### src/rtl/pipe_ctrl_chain.sv
// rtl/pipe_ctrl_chain.sv - control-path pipeline with load-use stall and forwarding selects
//
// Carries the decoded control bundle from ID through STAGES back-end stages
// (stage 0 = EX, stage STAGES-1 = WB), tracking valid/rd per stage.
// Optional feature macro: PIPE_CTRL_PERF_EN (stall/bubble perf counters).
//
// Ports:
//   Clk, Reset              clock, synchronous active-high reset
//   id_*                    decoded instruction from ID
//   hold, flush             global freeze, branch kill of incoming instruction
//   stg_valid/ctrl/rf_enable/load/rd   per-stage state, stage s in slice s
//   stall                   load-use hazard; upstream must not advance
//   fwd_rn, fwd_rm          one-hot forward source stage, zero = register file
//   stall_cnt, bubble_cnt   saturating perf counters (zero when feature off)
module pipe_ctrl_chain #(
  parameter int CTRL_W = 12,
  parameter int STAGES = 3,
  parameter int RA_W   = 4,
  parameter int CNT_W  = 16
) (
  input  logic                     Clk,
  input  logic                     Reset,
  input  logic                     id_valid,
  input  logic [CTRL_W-1:0]        id_ctrl,
  input  logic                     id_rf_enable,
  input  logic                     id_load,
  input  logic [RA_W-1:0]          id_rd,
  input  logic [RA_W-1:0]          id_rn,
  input  logic [RA_W-1:0]          id_rm,
  input  logic                     id_use_rn,
  input  logic                     id_use_rm,
  input  logic                     hold,
  input  logic                     flush,
  output logic [STAGES-1:0]        stg_valid,
  output logic [STAGES*CTRL_W-1:0] stg_ctrl,
  output logic [STAGES-1:0]        stg_rf_enable,
  output logic [STAGES-1:0]        stg_load,
  output logic [STAGES*RA_W-1:0]   stg_rd,
  output logic                     stall,
  output logic [STAGES-1:0]        fwd_rn,
  output logic [STAGES-1:0]        fwd_rm,
  output logic [CNT_W-1:0]         stall_cnt,
  output logic [CNT_W-1:0]         bubble_cnt
);

  // Register 15 is the PC: it never stalls and is never forwarded.
  localparam logic [RA_W-1:0] PC_REG = RA_W'(15);

  logic [RA_W-1:0]   rd0;
  logic              hazard;
  logic              bubble;
  logic [CTRL_W-1:0] in_ctrl;
  logic [RA_W-1:0]   in_rd;
  logic              in_rf_enable;
  logic              in_load;

  assign rd0 = stg_rd[RA_W-1:0];

  assign hazard = stg_valid[0] & stg_load[0] & stg_rf_enable[0] & (rd0 != PC_REG) &
                  ((id_use_rn & (id_rn == rd0)) | (id_use_rm & (id_rm == rd0)));

  // Flush beats the hazard (the dependent instruction is being killed anyway);
  // hold masks it so it re-evaluates once the freeze lifts.
  assign stall  = ~hold & id_valid & ~flush & hazard;
  assign bubble = ~id_valid | flush | stall;

  assign in_ctrl      = bubble ? '0 : id_ctrl;
  assign in_rd        = bubble ? '0 : id_rd;
  assign in_rf_enable = ~bubble & id_rf_enable;
  assign in_load      = ~bubble & id_load;

  // Scan from the oldest stage down so the youngest (lowest-index) producer
  // overwrites the select last and wins.
  always_comb begin : fwd_scan
    logic [RA_W-1:0] rd_s;
    logic            wr_s;
    fwd_rn = '0;
    fwd_rm = '0;
    for (int s = STAGES - 1; s >= 0; s--) begin
      rd_s = stg_rd[s*RA_W +: RA_W];
      // A stage-0 load has no data yet; that case is the stall path.
      wr_s = stg_valid[s] & stg_rf_enable[s] & ~((s == 0) & stg_load[s]) & (rd_s != PC_REG);
      if (wr_s && id_use_rn && (id_rn == rd_s)) begin
        fwd_rn    = '0;
        fwd_rn[s] = 1'b1;
      end
      if (wr_s && id_use_rm && (id_rm == rd_s)) begin
        fwd_rm    = '0;
        fwd_rm[s] = 1'b1;
      end
    end
  end

  always_ff @(posedge Clk) begin
    if (Reset) begin
      stg_valid     <= '0;
      stg_ctrl      <= '0;
      stg_rf_enable <= '0;
      stg_load      <= '0;
      stg_rd        <= '0;
    end else if (!hold) begin
      stg_valid     <= {stg_valid[STAGES-2:0], ~bubble};
      stg_ctrl      <= {stg_ctrl[(STAGES-1)*CTRL_W-1:0], in_ctrl};
      stg_rf_enable <= {stg_rf_enable[STAGES-2:0], in_rf_enable};
      stg_load      <= {stg_load[STAGES-2:0], in_load};
      stg_rd        <= {stg_rd[(STAGES-1)*RA_W-1:0], in_rd};
    end
  end

`ifdef PIPE_CTRL_PERF_EN
  localparam logic [CNT_W-1:0] CNT_MAX = '1;

  always_ff @(posedge Clk) begin
    if (Reset) begin
      stall_cnt  <= '0;
      bubble_cnt <= '0;
    end else if (!hold) begin
      if (stall && (stall_cnt != CNT_MAX)) begin
        stall_cnt <= stall_cnt + CNT_W'(1);
      end
      if (bubble && (bubble_cnt != CNT_MAX)) begin
        bubble_cnt <= bubble_cnt + CNT_W'(1);
      end
    end
  end
`else
  assign stall_cnt  = '0;
  assign bubble_cnt = '0;
`endif

endmodule

### config.mk
export PLATFORM = sky130hd
export DESIGN_NAME = pipe_ctrl_chain
export DESIGN_NICKNAME = d
export VERILOG_FILES = /design/src/rtl/pipe_ctrl_chain.sv
export SDC_FILE = /design/constraint.sdc
export NUM_CORES = 1
export LEC_CHECK = 0
export BUFFER_PORTS_ARGS = -buffer_cell sky130_fd_sc_hd__buf_2
export CAP_MARGIN = 20
export CORE_MARGIN = 5
export CORE_UTILIZATION = 25
export CTS_CLUSTER_DIAMETER = 200
export CTS_CLUSTER_SIZE = 14
export DETAILED_ROUTE_END_ITERATION = 8
export PLACE_DENSITY_LB_ADDON = 0.15
export SYNTH_ARGS = -nofsm -noshare
export SYNTH_HDL_FRONTEND = slang
export SYNTH_SLANG_ARGS = --single-unit
### constraint.sdc
create_clock -name Clk -period 1.5 [get_ports Clk]
set_input_delay 0.225 -clock Clk [delete_from_list [all_inputs] [get_ports Clk]]
set_output_delay 0.225 -clock Clk [all_outputs]
set_load 0.02 [all_outputs]
==> results.md, run 1 <==
- Status: finished, violations left
- Failing checks: setup timing
- Period utilisation layout: 132%
- Worst skew pair latency: roughly 330 ps
- Starting DRT DRC Count: 70
- Initial antenna violation count: 0
- IO Pins: 129
- DR top layer: met4
- Max Cap Violations: 0
- Setup CP Type: register to primary output
- Area growth from synthesis to layout: 47.0%
- Initial Util: 25.2%
- WL per Instance: 13.9 um
- H-tree level count: 3
- Core area: 10700 um^2
- Fmax achieved: 503 MHz
- Layout Utilization: a little under two fifths
- Root buf cell: clkbuf_8
- Largest net degree at the start of global routing: 40
- WL met1: roughly 3.5 mm
- Diodes inserted: 0
- Global placement routability congestion: about 0.84
- Part of the power in registers: 43.4%
- DR vias: 2306
- Min cycle time layout: between 1500 and 2000 ps
- Net Sw Frac: 24.8%
- Yosys reg bits: 57
- Fin nets: 459
- Peak supply drop: 0.000492 V
- Cells after Synth: 292
- Syn avg cell area: 9.23 um^2
- Dpl hpwl: approximately 6 mm
- CP endpoint kind: primary output
- TritonRoute pass-1 iters: 4
- Worst-path fanout max: 4
- Final worst setup slack: -487 ps
- Slew HR: between 50% and 60%
- Clock Pin Slew Worst Setup and Hold Paths: roughly 70 ps
- CTS tree: built
- Clk buf depth: 2
- Post-route ant nets: 0
- Synth warn: 0
- HP Class: input port to register
- Combinational power share: 10.8%
- Die width: 114 um
- Die area: 13000 um^2
- Site Rows: 38
- First-pass GRT wire length: around 12 mm
- RSZ-0062 raised after global routing: true
- FILL cells: 1114
- Max Clock Skew: 8.90 ps
- DRC Markers: 0
- Slew Viols, Final: 0
- Most common cell after layout, fill and taps aside: buf_2
- Crit start category: register
- Internal: 0.00269 W
- Most frequent cells in the layout: buf_2 (89), dfxtp_1 (52), nand2_1 (40)
- IO Port Bufs: 96
- Worst Max-Slew Pin Slew: approximately 670 ps
- Fin. Hold Viols: 0
- Final setup vio count: 26
- Clk sinks: 57
- Met2 WL: 3.90 mm
- # hold bufs at CTS: 0
- Power per cell area: 904 nW/um^2
- Netlist cell types: 23
- Num CTS Buffers: 9
- GRT Overall Usage: around 12%
- Number of global-route vias before repair: ~2300
- Clock group share of total power: 45.8%
- Avg Vias per Cell: 4.05
- Register area share after synthesis: 42.3%
- WHS: 136 ps
- Multi-input logic area: 1480 um^2
- Metal3 WL: about 430 um
- Routed Wire Length: between 7 and 8 mm
- Storage element area: 1150 um^2
- NetSw: 0.000890 W
- Ratio of cells with drive above 1 in the final layout: 45.8%
- CP arrival: roughly 1800 ps
- Overflow after GRT: 0
- Req. time, crit path: 1270 ps
- Pleak: between 1.5 and 2 nW
- Post-Syn Area: 2700 um^2
- Die H: 114 um
## cells in the mapped netlist
library cell | count | area (um^2)
buf_6 | 2 | 22.5
nand3_2 | 1 | 10.0
a211oi_4 | 1 | 20.0
nand4_1 | 4 | 25.0
buf_4 | 32 | 240
xor2_1 | 15 | 131
clkbuf_1 | 6 | 22.5
buf_2 | 7 | 35.0
nor4_1 | 1 | 6.26
nor2b_1 | 3 | 18.8
dfxtp_1 | 57 | 1140
xnor2_1 | 9 | 78.8
mux2i_1 | 38 | 380
conb_1 | 1 | 3.75
nor3_2 | 1 | 10.0
inv_1 | 1 | 3.75
a41oi_1 | 1 | 8.76
nand3_1 | 5 | 25.0
nor3b_1 | 2 | 15.0
o21ai_2 | 19 | 166
nand2_1 | 40 | 150
nor2_1 | 39 | 146
nor3_1 | 7 | 35.0
## area by class of cell
class | instances | area share [%]
multi-input combinational | 218 | 37.3
sequential | 57 | 29.1
timing repair buffer | 139 | 23.4
tap | 140 | 4.42
clock buffer | 10 | 3.76
clock inverter | 5 | 1.96
inverter | 1 | 0.0947
## timing repair
action                     CTS  global route
pin swaps                   17             9
gates cloned                 1             0
gates resized for setup     32            10
setup endpoints to repair   26            26
buffers inserted             4             2
## kinds of logic (layout without fill, tap and decap cells)
kind of cell	count (synthesis)	after routing	share of synthesized area [%]
AO/OA/AOI/OAI	21	21	7.24
XOR/XNOR	24	24	7.80
buffers and inverters	48	155	12.0
flip-flops	57	57	42.3
multiplexers	38	38	14.1
other	1	32	0.139
AND/OR/NAND/NOR	103	103	16.4
## per-stage QoR
step	worst slack (ps)	total power [W]	std cells	instance area (um^2)	TNS, ps
finish	-487	0.00358	570	3960	-5910
global route	-575	0.00373	570	3960	-7930
CTS	-492	0.00363	569	3900	-6590
detailed placement	-255	0.00196	549	3490	-5330
global placement	-274	0.00196	549	3490	-5700
floorplan	-88.0	0.00188	323	2880	-384
## layer usage
metal	global-route usage, %	up-vias
met5	0	-
met4	6.18	0
met3	2.86	10
met2	20.5	65
met1	15.4	1067
li1	-	1164
## worst paths after layout
check                           depth (start not counted)  slack [ps]        start          end
worst max-delay path                                    7        -490    stg_rd[4]    fwd_rn[2]
worst min-delay path                                    3         140     id_rd[3]    stg_rd[3]
worst max register to register                          7        -170    stg_rd[2]    stg_rd[0]
worst min register to register                          2         480  stg_ctrl[7]  stg_ctrl[7]
## critical path, stage by stage (launching register included)
cell and delay, ps:
dfxtp_2 330, buf_6 120, nand4_1 90, nand3_2 130, nor4_4 310, nand3_2 150, nor3b_4 180, buf_6 130
## sequential cells by signal, summed over array words and instances, names as in the netlist
register and count:
stg_valid 3, stg_load 3, stg_rd 12, stg_rf_enable 3, stg_ctrl 36
## power by group through the flow
stage	clock, W	combinational, W	sequential [W]
3_3_place_gp	0	0.000370	0.00159
6_report	0.00164	0.000387	0.00155
4_1_cts	0.00169	0.000380	0.00155
2_1_floorplan	0	0.000268	0.00161
3_5_place_dp	0	0.000369	0.00159
5_1_grt	0.00176	0.000418	0.00156
(Power assumes the default switching activity.)
==> run 2, diff against run 1 <==
--- a/config.mk
+++ b/config.mk
@@ -12,7 +12,7 @@
 export CTS_CLUSTER_DIAMETER = 200
 export CTS_CLUSTER_SIZE = 14
 export DETAILED_ROUTE_END_ITERATION = 8
-export PLACE_DENSITY_LB_ADDON = 0.15
+export PLACE_DENSITY = 0.57
 export SYNTH_ARGS = -nofsm -noshare
 export SYNTH_HDL_FRONTEND = slang
 export SYNTH_SLANG_ARGS = --single-unit
==> results.md, run 2 (synthesis gave the netlist of run 1 again) <==
- Status: finished, violations left
- Failing checks: setup timing
- CTS tree: built
- Area growth from synthesis to layout: 45.1%
- Hold Path Sink: stg_rd[2]
- Most frequent cells in the layout: buf_2 (89), dfxtp_1 (51), nand2_1 (40), buf_4 (40)
- Final setup vio count: 26 (unchanged)
- Overflow after GRT: 0 (unchanged)
- Die width: 114 um (unchanged)
- Layout Utilization: 36.6% (-0.49 points)
- Routed Wire Length: 7.88 mm (-0.87%)
- Initial Util: 25.2% (unchanged)
- IO Pins: 129 (unchanged)
- Multi-input logic area: 1440 um^2 (-2.5%)
- HP Class: input port to register
- GR Util met2: 19.6% (-0.82 points)
- Initial antenna violation count: 1 (+1)
- Largest net degree at the start of global routing: 40 (unchanged)
- Placed Area: 3540 um^2 (+1.4%)
- Avg Vias per Cell: 4.09 (+1.0%)
- Storage element area: 1150 um^2 (-0.11%)
- RSZ-0062 raised after global routing: true
- Max Clock Skew: 6.78 ps (-2.12 ps)
- Ratio of cells with drive above 1 in the final layout: 45.6% (-0.19 points)
- Fin area: 3910 um^2 (-1.3%)
- Worst skew pair latency: 330 ps (about the same)
- Most common cell after layout, fill and taps aside: buf_2
- WHS: 132 ps (-3.74 ps)
- Slew HR: 55.5% (+0.20 points)
- Global placement routability congestion: 0.870 (+3.9%)
- Final worst setup slack: -452 ps (+35.7 ps)
- IO Port Bufs: 96 (unchanged)
- Biggest regs: stg_ctrl: 36 flops, stg_rd: 12 flops
- Crit. Startpoint: stg_rd[7]
- Fmax achieved: 512 MHz (+1.8%)
- Num CTS Buffers: 9 (unchanged)
- Req. time, crit path: 1270 ps (about the same)
- DRC Markers: 0 (unchanged)
- Worst-path fanout max: 4 (unchanged)
- Max reg flops: 36 (unchanged)
- Pleak: 1.93 nW (-1.2%)
- R2R depth: 7 (unchanged)
- Worst Max-Slew Pin Slew: 667 ps (-2.94 ps)
- Fin nets: 462 (+0.65%)
- First-pass GRT wire length: 12.3 mm (-1.3%)
- Die H: 114 um (unchanged)
- Worst R2R Setup Slack: -200 ps (-30 ps)
- Period utilisation layout: 130% (-2.4 points)
- Reg2reg end: stg_ctrl[6]
- Dpl hpwl: 6.03 mm (-0.60%)
- Routing usage on met1: 14.9% (-0.54 points)
- Met3 Use GR: 3.18% (+0.32 points)
- Number of global-route vias before repair: 2328 (+1.6%)
- GRT Overall Usage: 12.0% (-0.46 points)
- DR vias: 2350 (+1.9%)
- Post-route ant nets: 0 (unchanged)
- Clk sinks: 57 (unchanged)
- Min-Delay Startpoint: id_rd[2]
- CP max stage delay: 350 ps (+20 ps)
- TritonRoute pass-1 iters: 4 (unchanged)
- Most Crowded Layer GR: met2
- CP endpoint kind: primary output
- Hold-critical path depth: 3 (unchanged)
- Die area: 13000 um^2 (unchanged)
- Peak supply drop: 0.000384 V (-22%)
- Core area: 10700 um^2 (unchanged)
- Site Rows: 38 (unchanged)
- Fin. Hold Viols: 0 (unchanged)
- Max Cap Violations: 0 (unchanged)
- Power per cell area: 886 nW/um^2 (-2.0%)
- Clock Pin Slew Worst Setup and Hold Paths: 70 ps (about the same)
- Reg with most FFs: stg_ctrl
- Power Total: 0.00347 W (-3.3%)
- Worst path cell trace: nand4_1, nand3_2, nor4_4, nand3_2, nor3b_4, buf_6
- Slew Viols, Final: 0 (unchanged)
- Starting DRT DRC Count: 86 (+23%)
- FILL cells: 1079 (-3.1%)
- H-tree level count: 3 (unchanged)
- Root buf cell: clkbuf_8
- Clk buf depth: 2 (unchanged)
- CP dominant cell by count: nand3_2
- Slowest-stage cell, CP: dfxtp_1
- Crit start category: register
- Crit path buffers/inverters: 1 (-1)
- Setup CP Type: register to primary output
- Min cycle time layout: 1950 ps (-35.7 ps)
- Dominant delay contributor by cell family on the critical path: simple AND/OR/NAND/NOR gates
- WL per Instance: 13.7 um (-1.7%)
- R2R Path Start: stg_rd[3]
- CP arrival: 1730 ps (-30 ps)
-- run 2: changes by cell type in the layout (fill, tap and decap cells not counted), sizes merged --
| cell | before | now |
|---|---|---|
| bufinv | 2 | 1 |
| diode | 0 | 1 |
| clkinvlp | 1 | 2 |
| buf | 139 | 142 |
| inv | 1 | 2 |
-- run 2: where the power goes --
| part | switching (W) | total [W] | internal (W) | leakage, nW |
|---|---|---|---|---|
| combinational | 0.000245 | 0.000394 | 0.000149 | 1.36 |
| sequential | 0.0000198 | 0.00155 | 0.00153 | 0.464 |
| clock | 0.000651 | 0.00152 | 0.000867 | 0.104 |
| total | 0.000916 | 0.00347 | 0.00255 | 1.93 |
-- run 2: worst max path at each step --
stage / cells past startpoint / end / slack, ps
floorplan: 5 / fwd_rm[2] / -90
global route: 7 / fwd_rm[2] / -540
CTS: 7 / fwd_rm[2] / -490
detailed placement: 7 / stg_ctrl[4] / -170
global placement: 8 / fwd_rm[2] / -170
finish: 6 / fwd_rn[2] / -450
-- run 2: per-layer routing --
metal,vias to the layer above,part of all wire (%)
met2,59,50
met3,13,4.6
met1,1102,43
met4,0,2.8
li1,1176,-
met5,-,0
-- run 2: what timing repair did --
action / CTS / global route
hold buffers: 0 / 0
buffers inserted: 5 / 1
gates resized for setup: 26 / 5
cloned: 1 / 0
pin swaps: 10 / 4
endpoints found under the setup margin: 26 / 26
-- run 2: area by class of cell --
type                    count  share of cell area [%]
multi-input cells         218                    36.9
flip-flops and latches     57                    29.5
repair buffers            142                    23.6
well taps                 140                    4.48
clock buffers              10                    3.81
clock inverters             6                    1.63
inverters                   1                  0.0960
diodes                      1                  0.0640
-- run 2: worst min-delay path, delay by kind of cell --
kind / cells / cell delay, ps
AND/OR/NAND/NOR: 1 / 60
AO/OA/AOI/OAI: 1 / 50
buffers and inverters: 1 / 90
-- run 2: through the flow --
stage	TNS (ps)	setup slack, ps	instances
2_1_floorplan	-384	-88.0	323
3_3_place_gp	-2990	-173	552
3_5_place_dp	-3650	-168	552
4_1_cts	-6810	-490	574
5_1_grt	-9040	-535	575
6_report	-6430	-452	575
==> run 3, diff against run 2 <==
--- a/config.mk
+++ b/config.mk
@@ -7,12 +7,13 @@
 export LEC_CHECK = 0
 export BUFFER_PORTS_ARGS = -buffer_cell sky130_fd_sc_hd__buf_2
 export CAP_MARGIN = 20
+export CORE_ASPECT_RATIO = 0.6
 export CORE_MARGIN = 5
 export CORE_UTILIZATION = 25
 export CTS_CLUSTER_DIAMETER = 200
 export CTS_CLUSTER_SIZE = 14
 export DETAILED_ROUTE_END_ITERATION = 8
-export PLACE_DENSITY = 0.57
+export PLACE_DENSITY = 0.6
 export SYNTH_ARGS = -nofsm -noshare
 export SYNTH_HDL_FRONTEND = slang
 export SYNTH_SLANG_ARGS = --single-unit
==> results.md, run 3 (synthesis gave the netlist of run 1 again) <==
- Fin nets: 468 (+1.3%)
- Starting DRT DRC Count: 141 (+64%)
- Initial Util: 25.5% (+0.33 points)
- Slew Viols, Final: 0 (unchanged)
- Num CTS Buffers: 9 (unchanged)
- Worst Max-Slew Pin Slew: 661 ps (-5.89 ps)
- Number of global-route vias before repair: 2357 (+1.2%)
- Die width: 144 um (+27%)
- CTS tree: built
- Most frequent cells in the layout: buf_2 (90), dfxtp_1 (52), nand2_1 (40), buf_4 (40)
- Layout Utilization: 38.6% (+2.0 points)
- Largest net degree at the start of global routing: 40 (unchanged)
- Min cycle time layout: 2010 ps (+58.5 ps)
- Slowest-stage cell, CP: nor4_4
- Status: finished, violations left
- Pleak: 2.01 nW (+4.2%)
- Routed Wire Length: 8.80 mm (+12%)
- Diodes inserted: 0 (-1)
- HP Class: input port to register
- Period utilisation layout: 134% (+3.9 points)
- Worst path cell trace: buf_6, nand4_1, nand3_2, nor4_4, nand3_2, nor3b_4, buf_6
- Failing checks: setup timing
- Worst-path fanout max: 3 (-1)
- Root buf cell: clkbuf_16
- Fin. Hold Viols: 0 (unchanged)
- Biggest regs: stg_ctrl: 36 flops, stg_rd: 12 flops
- FILL cells: 1093 (+1.3%)
- Avg Vias per Cell: 4.10 (+0.24%)
- IO Port Bufs: 96 (unchanged)
- Clk buf depth: 2 (unchanged)
- Dpl cells: 547 (-0.91%)
- WL per Instance: 15.2 um (+11%)
- CP endpoint kind: primary output
- Power Total: 0.00387 W (+12%)
- Fmax achieved: 497 MHz (-2.9%)
- Overflow after GRT: 0 (unchanged)
- Worst R2R Setup Slack: -420 ps (-220 ps)
- Worst skew pair latency: 320 ps (about the same)
- TritonRoute pass-1 iters: 4 (unchanged)
- First-pass GRT wire length: 13.4 mm (+9.3%)
- R2R depth: 10 (+3)
- H-tree level count: 3 (unchanged)
- Post-route insts no fill: 579 (+0.70%)
- Post-route ant nets: 0 (unchanged)
- Peak supply drop: 0.000477 V (+24%)
- Hold-critical path depth: 3 (unchanged)
- Crit start category: register
- Power per cell area: 950 nW/um^2 (+7.3%)
- Ratio of cells with drive above 1 in the final layout: 45.0% (-0.62 points)
- Site Rows: 29 (-24%)
- Clock Pin Slew Worst Setup and Hold Paths: 50 ps (-20 ps)
- Final setup vio count: 26 (unchanged)
- Max Clock Skew: 6.32 ps (-0.453 ps)
- IO Pins: 129 (unchanged)
- DR vias: 2372 (+0.94%)
- Initial antenna violation count: 0 (-1)
- RSZ-0062 raised after global routing: true
- GRT Overall Usage: 13.3% (+1.3 points)
- Reg with most FFs: stg_ctrl
- Die H: 90.4 um (-21%)
- Area growth from synthesis to layout: 51.0%
- CP arrival: 1790 ps (+60 ps)
- Die area: 13000 um^2 (+0.53%)
- Setup CP Type: register to primary output
- Global placement routability congestion: 0.823 (-5.4%)
- Final worst setup slack: -510 ps (-58.5 ps)
- CP max stage delay: 350 ps (about the same)
- Req. time, crit path: 1270 ps (about the same)
- Most common cell after layout, fill and taps aside: buf_2
- Dpl hpwl: 6.62 mm (+9.8%)
- DRC Markers: 0 (unchanged)
- Max Cap Violations: 0 (unchanged)
- Core area: 10600 um^2 (-1.3%)
- Clk sinks: 57 (unchanged)
- Max reg flops: 36 (unchanged)
- Slew HR: 55.9% (+0.39 points)
==> run 3: cell types whose count changed in the layout (fill, tap and decap cells not counted), moves of 2 or more <==
cell,delta
buf_6,+2
clkbuf_16,+9
clkbuf_8,-9
dfxtp_2,-2
clkinv_1,+3
==> run 3: final timing paths <==
kind / end / startpoint
max: fwd_rn[2] / stg_rd[4]
min reg2reg: stg_ctrl[25] / stg_ctrl[25]
max reg2reg: stg_rd[1] / stg_rd[2]
min: stg_rd[2] / id_rd[2]
==> run 3: report_power, final <==
group          total [W]  switching (W)  internal (W)
combinational   0.000379       0.000242      0.000137
clock            0.00193       0.000670       0.00126
sequential       0.00156      0.0000241       0.00154
==> run 3: layout make-up <==
type	instances	area, um^2	area share (%)
multi-input combinational	218	1430	35.1
tap	139	174	4.27
sequential	57	1150	28.4
timing repair buffer	148	1020	25.1
inverter	1	3.75	0.0922
clock buffer	9	225	5.53
clock inverter	7	61.3	1.51
==> run 3: what timing repair did <==
| item | in CTS | in global routing |
|---|---|---|
| hold endpoints to repair | 0 | 0 |
| cloned | 2 | 1 |
| pin swaps | 12 | 10 |
| gates resized for setup | 21 | 11 |
| endpoints found under the setup margin | 25 | 26 |
| hold buffers | 0 | 0 |
| setup buffers | 8 | 7 |
==> run 3: routing by layer <==
metal / wire length (um) / share of wire [%] / GRT usage, %
met1: 4100 / 47 / 18.4
met4: 81 / 0.92 / 3.53
met5: 0 / 0 / 0
met3: 548 / 6.2 / 4.81
met2: 4060 / 46 / 19.5
==> run 3: worst max-delay path, delay by kind of cell, from the launching register on <==
family | cells | cell delay [ps]
buffers and inverters | 2 | 240
flip-flops | 1 | 320
AND/OR/NAND/NOR | 5 | 910
==> run 3: per-stage QoR <==
stage                     instance area (um^2)  setup slack [ps]  hold slack [ps]  setup TNS (ps)
after floorplan                           2880             -88.0              372            -384
after global placement                    3480              -239              470           -5490
after detailed placement                  3480              -284              482           -6270
after CTS                                 3980              -525              136          -10920
after global routing                      4070              -607              144          -12390
final                                     4070              -510              147          -10680
